$ cat src/rtl/mmio_uart_pkg.sv
// Shared definitions for the memory-mapped UART transmitter.
// Contents: register offsets relative to BASE, STATUS bit positions,
// TX state encoding and the console data address used by bus monitors.
package mmio_uart_pkg;

    localparam logic [31:0] DATA_OFFSET    = 32'h10;
    localparam logic [31:0] STATUS_OFFSET  = 32'h14;
    localparam logic [31:0] DIV_OFFSET     = 32'h18;

    // Absolute DATA register address for the default BASE.
    localparam logic [31:0] UART_DATA_ADDR = 32'hf000_0010;

    localparam int unsigned STATUS_FULL      = 0;
    localparam int unsigned STATUS_EMPTY     = 1;
    localparam int unsigned STATUS_BUSY      = 2;
    localparam int unsigned STATUS_OVERFLOW  = 3;
    localparam int unsigned STATUS_LEVEL_LSB = 8;

    typedef enum logic [1:0] {
        StIdle,
        StStart,
        StData,
        StStop
    } txState_e;

endpackage

$ cat src/rtl/sync_fifo.sv
// Generic single-clock FIFO with occupancy level.
// Ports:
//   clock, reset      - clock and asynchronous active-high reset
//   push, pushData    - write request and data; ignored when full
//   pop, popData      - read request; popData shows the head entry
//   full, empty       - occupancy flags
//   level             - entry count, one bit wider than the pointers
module sync_fifo #(
    parameter int unsigned WIDTH = 8,
    parameter int unsigned DEPTH = 16
) (
    input  logic                     clock,
    input  logic                     reset,
    input  logic                     push,
    input  logic [WIDTH-1:0]         pushData,
    input  logic                     pop,
    output logic [WIDTH-1:0]         popData,
    output logic                     full,
    output logic                     empty,
    output logic [$clog2(DEPTH):0]   level
);

    localparam int unsigned AW = $clog2(DEPTH);
    localparam int unsigned LW = AW + 1;
    localparam logic [AW-1:0] PTR_ONE    = AW'(1);
    localparam logic [LW-1:0] LEVEL_FULL = LW'(DEPTH);

    logic [WIDTH-1:0] mem [DEPTH];
    logic [AW-1:0]    wrPtr;
    logic [AW-1:0]    rdPtr;
    logic             doPush;
    logic             doPop;

    assign full    = (level == LEVEL_FULL);
    assign empty   = (level == '0);
    // Both gated on pre-edge flags: a full FIFO drops a push even if it pops.
    assign doPush  = push && !full;
    assign doPop   = pop && !empty;
    assign popData = mem[rdPtr];

    always_ff @(posedge clock) begin
        if (doPush) begin
            mem[wrPtr] <= pushData;
        end
    end

    always_ff @(posedge clock or posedge reset) begin
        if (reset) begin
            wrPtr <= '0;
            rdPtr <= '0;
            level <= '0;
        end else begin
            if (doPush) begin
                wrPtr <= wrPtr + PTR_ONE;
            end
            if (doPop) begin
                rdPtr <= rdPtr + PTR_ONE;
            end
            level <= level + LW'(doPush) - LW'(doPop);
        end
    end

endmodule

$ cat src/rtl/mmio_uart_tx.sv
// Memory-mapped UART transmitter on the data bus.
// Ports:
//   clock, reset   - clock and asynchronous active-high reset
//   address        - byte address, full 32-bit compare against BASE+offset
//   func3          - store width, unused (only the low byte matters)
//   write, dataIn  - store strobe and store data
//   dataOut        - combinational read data (STATUS, DIV; others read 0)
//   txd            - registered serial output, idle high
//   busy           - FIFO non-empty or frame in flight
module mmio_uart_tx
    import mmio_uart_pkg::*;
#(
    parameter logic [31:0] BASE       = 32'hf000_0000,
    parameter int unsigned FIFO_DEPTH = 16,
    parameter logic [15:0] DIV_RESET  = 16'd4,
    parameter int unsigned DATA_BITS  = 8,
    parameter int unsigned STOP_BITS  = 1
) (
    input  logic        clock,
    input  logic        reset,
    input  logic [31:0] address,
    input  logic [2:0]  func3,
    input  logic        write,
    input  logic [31:0] dataIn,
    output logic [31:0] dataOut,
    output logic        txd,
    output logic        busy
);

    localparam int unsigned LW = $clog2(FIFO_DEPTH) + 1;
    localparam logic [3:0] LAST_DATA = 4'(DATA_BITS - 1);
    localparam logic [3:0] LAST_STOP = 4'(STOP_BITS - 1);

    logic                 dataSel;
    logic                 statusSel;
    logic                 divSel;
    logic                 pushReq;
    logic                 fifoPop;
    logic                 fifoFull;
    logic                 fifoEmpty;
    logic [DATA_BITS-1:0] fifoHead;
    logic [LW-1:0]        fifoLevel;
    logic [15:0]          levelWide;
    logic [31:0]          status;
    logic [15:0]          divReg;
    logic                 overflow;
    txState_e             state;
    logic [15:0]          bitCnt;
    logic [3:0]           bitIdx;
    logic [DATA_BITS-1:0] shiftReg;
    logic                 unusedBits;

    assign unusedBits = ^{func3, dataIn[31:16]};

    assign dataSel   = (address == BASE + DATA_OFFSET);
    assign statusSel = (address == BASE + STATUS_OFFSET);
    assign divSel    = (address == BASE + DIV_OFFSET);
    assign pushReq   = write && dataSel;

    // The FSM only pops from IDLE, so a byte pushed into an empty FIFO
    // is taken one edge later.
    assign fifoPop   = (state == StIdle) && !fifoEmpty;
    assign busy      = !fifoEmpty || (state != StIdle);

    sync_fifo #(
        .WIDTH (DATA_BITS),
        .DEPTH (FIFO_DEPTH)
    ) txFifo (
        .clock    (clock),
        .reset    (reset),
        .push     (pushReq),
        .pushData (dataIn[DATA_BITS-1:0]),
        .pop      (fifoPop),
        .popData  (fifoHead),
        .full     (fifoFull),
        .empty    (fifoEmpty),
        .level    (fifoLevel)
    );

    always_ff @(posedge clock or posedge reset) begin
        if (reset) begin
            divReg   <= DIV_RESET;
            overflow <= 1'b0;
        end else begin
            if (write && divSel) begin
                divReg <= (dataIn[15:0] == 16'd0) ? 16'd1 : dataIn[15:0];
            end
            if (pushReq && fifoFull) begin
                overflow <= 1'b1;
            end else if (write && statusSel && dataIn[STATUS_OVERFLOW]) begin
                overflow <= 1'b0;
            end
        end
    end

    assign levelWide = 16'(fifoLevel);

    always_comb begin
        status = '0;
        status[STATUS_FULL]     = fifoFull;
        status[STATUS_EMPTY]    = fifoEmpty;
        status[STATUS_BUSY]     = busy;
        status[STATUS_OVERFLOW] = overflow;
        status[STATUS_LEVEL_LSB +: 8] = levelWide[7:0];
    end

    always_comb begin
        dataOut = '0;
        if (statusSel) begin
            dataOut = status;
        end else if (divSel) begin
            dataOut = {16'h0000, divReg};
        end
    end

    // bitCnt counts down the clocks of the current bit; it is reloaded from
    // divReg only at bit boundaries, so a DIV write never alters a bit in
    // progress. txd is registered alongside the state it belongs to.
    always_ff @(posedge clock or posedge reset) begin
        if (reset) begin
            state    <= StIdle;
            txd      <= 1'b1;
            bitCnt   <= '0;
            bitIdx   <= '0;
            shiftReg <= '0;
        end else begin
            case (state)
                StIdle: begin
                    txd <= 1'b1;
                    if (!fifoEmpty) begin
                        shiftReg <= fifoHead;
                        bitCnt   <= divReg - 16'd1;
                        state    <= StStart;
                        txd      <= 1'b0;
                    end
                end
                StStart: begin
                    if (bitCnt == 16'd0) begin
                        bitCnt <= divReg - 16'd1;
                        bitIdx <= '0;
                        state  <= StData;
                        txd    <= shiftReg[0];
                    end else begin
                        bitCnt <= bitCnt - 16'd1;
                    end
                end
                StData: begin
                    if (bitCnt == 16'd0) begin
                        bitCnt <= divReg - 16'd1;
                        if (bitIdx == LAST_DATA) begin
                            bitIdx <= '0;
                            state  <= StStop;
                            txd    <= 1'b1;
                        end else begin
                            bitIdx   <= bitIdx + 4'd1;
                            shiftReg <= shiftReg >> 1;
                            txd      <= shiftReg[1];
                        end
                    end else begin
                        bitCnt <= bitCnt - 16'd1;
                    end
                end
                StStop: begin
                    if (bitCnt == 16'd0) begin
                        if (bitIdx == LAST_STOP) begin
                            state <= StIdle;
                            txd   <= 1'b1;
                        end else begin
                            bitIdx <= bitIdx + 4'd1;
                            bitCnt <= divReg - 16'd1;
                        end
                    end else begin
                        bitCnt <= bitCnt - 16'd1;
                    end
                end
                default: begin
                    state <= StIdle;
                    txd   <= 1'b1;
                end
            endcase
        end
    end

endmodule

$ cat config.mk
export PLATFORM = sky130hd
export DESIGN_NAME = mmio_uart_tx
export DESIGN_NICKNAME = d
export VERILOG_FILES = /design/src/rtl/mmio_uart_pkg.sv /design/src/rtl/sync_fifo.sv /design/src/rtl/mmio_uart_tx.sv
export SDC_FILE = /design/constraint.sdc
export NUM_CORES = 1
export LEC_CHECK = 0
export BUFFER_PORTS_ARGS = -buffer_cell sky130_fd_sc_hd__buf_2
export CELL_PAD_IN_SITES_DETAIL_PLACEMENT = 1
export CELL_PAD_IN_SITES_GLOBAL_PLACEMENT = 1
export CORE_MARGIN = 5
export CORE_UTILIZATION = 36
export DETAILED_ROUTE_END_ITERATION = 10
export GPL_ROUTABILITY_DRIVEN = 0
export GPL_TIMING_DRIVEN = 0
export PLACE_DENSITY_LB_ADDON = 0.15
export REMOVE_ABC_BUFFERS = 1
export SLEW_MARGIN = 15
export SYNTH_ARGS = -nofsm -noshare
export SYNTH_HDL_FRONTEND = slang
export SYNTH_SLANG_ARGS = --single-unit
$ cat constraint.sdc
create_clock -name clock -period 4.75 [get_ports clock]
set_input_delay 0.7125 -clock clock [delete_from_list [all_inputs] [get_ports clock]]
set_output_delay 0.7125 -clock clock [all_outputs]
set_load 0.01 [all_outputs]
==> summary.txt <==
Yosys
  – Synth Register Bits: 189
  – Number of synthesized flops with an enable pin: 128
  – Synth area leaders: edfxtp_1, dfrtp_1, mux4_2, ha_1, mux2_2
  – Leading area contributor after synthesis: edfxtp_1
  – Most frequent cell after synthesis: edfxtp_1
  – Synthesized netlist cell count: 652
  – Yosys cell types: 66
  – Yosys warns: 0
  – Most frequent cells after synthesis: edfxtp_1, dfrtp_1, nor2_1, a21oi_1, mux4_2
  – Asr flop ratio synth: around a third
  – Synth top area share: between 40 and 50%
  – Post-synth top flop: edfxtp_1
  – Register area share after synthesis: between 50% and 60%
  – Syn_area_per_cell: 13.8 um^2
  – Area of the mapped netlist: 8990 um^2

Critical path
  – Start point of the critical path: txFifo.level[2]
  – Worst Path Class, Setup: register to output pin
  – Reg-to-Reg End: bitCnt[14]
  – Reg2reg setup slack: 1410 ps
  – R2R depth: 8
  – Worst path required time: about 4000 ps
  – CP arrival: 2650 ps
  – RR Startpoint: bitCnt[0]
  – Crit end category: output pin
  – Max FO, Critical Path: 5
  – Startpoint Class: register

Finish
  – Final cell utilization of the core: 42.1%
  – Area Growth Syn to Fin: 14.6%
  – Fin nets: roughly 810
  – Share of cells above drive strength 1: between 20 and 30%
  – Filler cells: between 2,000 and 3,000
  – # diodes: 0

Timing
  – Fin Setup TNS: 0 ps
  – Final period util: 70.8%
  – Slew of the pin with the lowest slew margin: between 900 and 1000 ps
  – # setup viols final: 0
  – Max transition margin: between 30% and 40%
  – F_max: between 200 and 300 MHz
  – Unrepaired setup endpoints after global routing: false
  – Max-slew violations: 0
  – PnR worst setup slack: approximately 1400 ps
  – Hold Fails Final Rpt: 0
  – Final setup skew: ~15 ps
  – Min cycle time layout: 3360 ps

Die
  – Io pins: approximately 100
  – Row count: 57
  – Area of the core: 24,500 um^2
  – Initial Utilization: a little under two fifths
  – DIE AREA: between 20,000 and 30,000 um^2
  – Die width: ~170 um
  – Die Span Y: approximately 170 um

Pwr
  – Pwr dens: ~320 nW/um^2
  – Leakage: a little under 4 nW
  – VDD IR max: between 0.2 and 0.25 mV

Clock tree
  – Htree depth: 4
  – Hold_buf cts: 0
  – Reg clk slew, reported paths: about 70 ps
  – CTS buffer count: 17
  – Clk buf depth: 2
  – Post-CTS Setup Inserts: 0
  – Sink Count: 189
  – Post-CTS sizing: 0
  – CTS Root Buffer Type: clkbuf_16
  – CTS tree: done
  – Worst skew pair latency: around 430 ps

Route
  – DRC violations left: 0
  – Vias: roughly 5,500
  – First-pass iteration count of the detailed router: 4
  – Post-route antenna net violation count: 0
  – Vias/cell: between 5 and 6
  – Post-Route WL: 21.8 mm
  – DR WL/cell: roughly 21 um
  – 1st-iter DRT viols: approximately 330

Min path
  – Hold Path Class: primary input to asynchronous set/reset pin

Flow run
  – Max-cap violations: 0

Global route
  – Initial antenna violation count: 0
  – Congestion Overflow GR: 0
  – Largest net degree at the start of global routing: 53
  – First-pass GRT wire length: 33.9 mm
  – Vias in the first global route: 5,895
  – Tot GR Track Use: around 16%

Run status
  – Status: complete, no violations

Place
  – PortBufs: slightly below 70
  – Dpl ws: 926 ps
  – Detailed Place HPWL: 15.6 mm
cell type report:
cell class	instances	area (um^2)	share of cell area [%]
inverters	23	88.8	0.862
flip-flops and latches	189	5380	52.2
clock inverters	13	175	1.70
multi-input cells	406	3380	32.8
repair buffers	77	444	4.31
clock buffers	19	433	4.20
well taps	324	405	3.94
layout by cell type, fill, tap and decap left out, types with 4 or more instances in the layout:
master and n:
o21ai_0 26, inv_6 5, clkbuf_16 17, edfxtp_1 128
nand2_1 26, nor2b_1 6, dfrtp_1 56, a21oi_1 34
conb_1 16, buf_2 73, xor2_1 9, nor4b_2 5
and4b_1 4, or4_4 4, a221oi_1 7, nor4_1 12
nor3_2 4, xnor2_1 14, and2_1 12, nor3_1 10
or3_1 8, mux2_2 23, a22o_1 14, nand3_1 16
inv_1 21, nand4_1 4, mux4_2 31, mux2i_1 9
nor2_1 40, ha_1 21
worst max path at each step:
stage                              endpoint  slack, ps  depth (start not counted)
after floorplan            txFifo.mem[1][0]       1480                          5
after global placement     txFifo.mem[0][2]         70                          6
after detailed placement  txFifo.mem[14][1]        930                          6
after CTS                        dataOut[2]        880                          7
after global routing             dataOut[2]       1160                          7
final                            dataOut[2]       1390                          7
worst max-delay path, stage by stage, from the launching register on:
cell	delay [ps]
dfrtp_1	400
inv_1	90
ha_1	170
nor4b_2	560
and2_1	390
inv_1	210
a22o_1	260
buf_2	140
through the flow:
| step | power [W] | hold WS (ps) | std cells | area, um^2 |
|---|---|---|---|---|
| 2_1_floorplan | 0.00181 | 469 | 618 | 8770 |
| 3_3_place_gp | 0.00186 | 495 | 1010 | 9520 |
| 3_5_place_dp | 0.00187 | 497 | 1019 | 9690 |
| 4_1_cts | 0.00333 | 171 | 1051 | 10300 |
| 5_1_grt | 0.00343 | 175 | 1051 | 10300 |
| 6_report | 0.00330 | 185 | 1051 | 10300 |
layer usage:
layer	track usage (%)	up-vias	share of wire [%]
met1	20.1	2861	44
met2	27.4	71	53
met5	0	-	0
met4	3.18	0	0.51
met3	2.84	8	2.2
li1	-	2578	-
flip-flops by register name, summed over array words and instances (netlist names):
signal / count
shiftReg: 8
txFifo.mem: 128
state: 2
bitCnt: 16
txFifo.rdPtr: 4
txd: 1
txFifo.wrPtr: 4
bitIdx: 4
divReg: 16
overflow: 1
txFifo.level: 5
power breakdown:
group	internal, W	leakage (nW)	switching [W]
clock network	0.000802	0.293	0.000665
logic	0.0000205	1.71	0.0000473
registers	0.00176	1.93	0.000000373
kinds of logic after synthesis:
group / after synthesis / synth area share, %
fa+ha+maj: 22 / 3.14
other cells: 1 / 0.0417
compound gates: 103 / 7.63
xor+xnor: 23 / 2.24
simple gates: 178 / 11.4
mux: 64 / 11.8
buf+inv: 72 / 4.01
flops: 189 / 59.8
(Power assumes the default switching activity.)
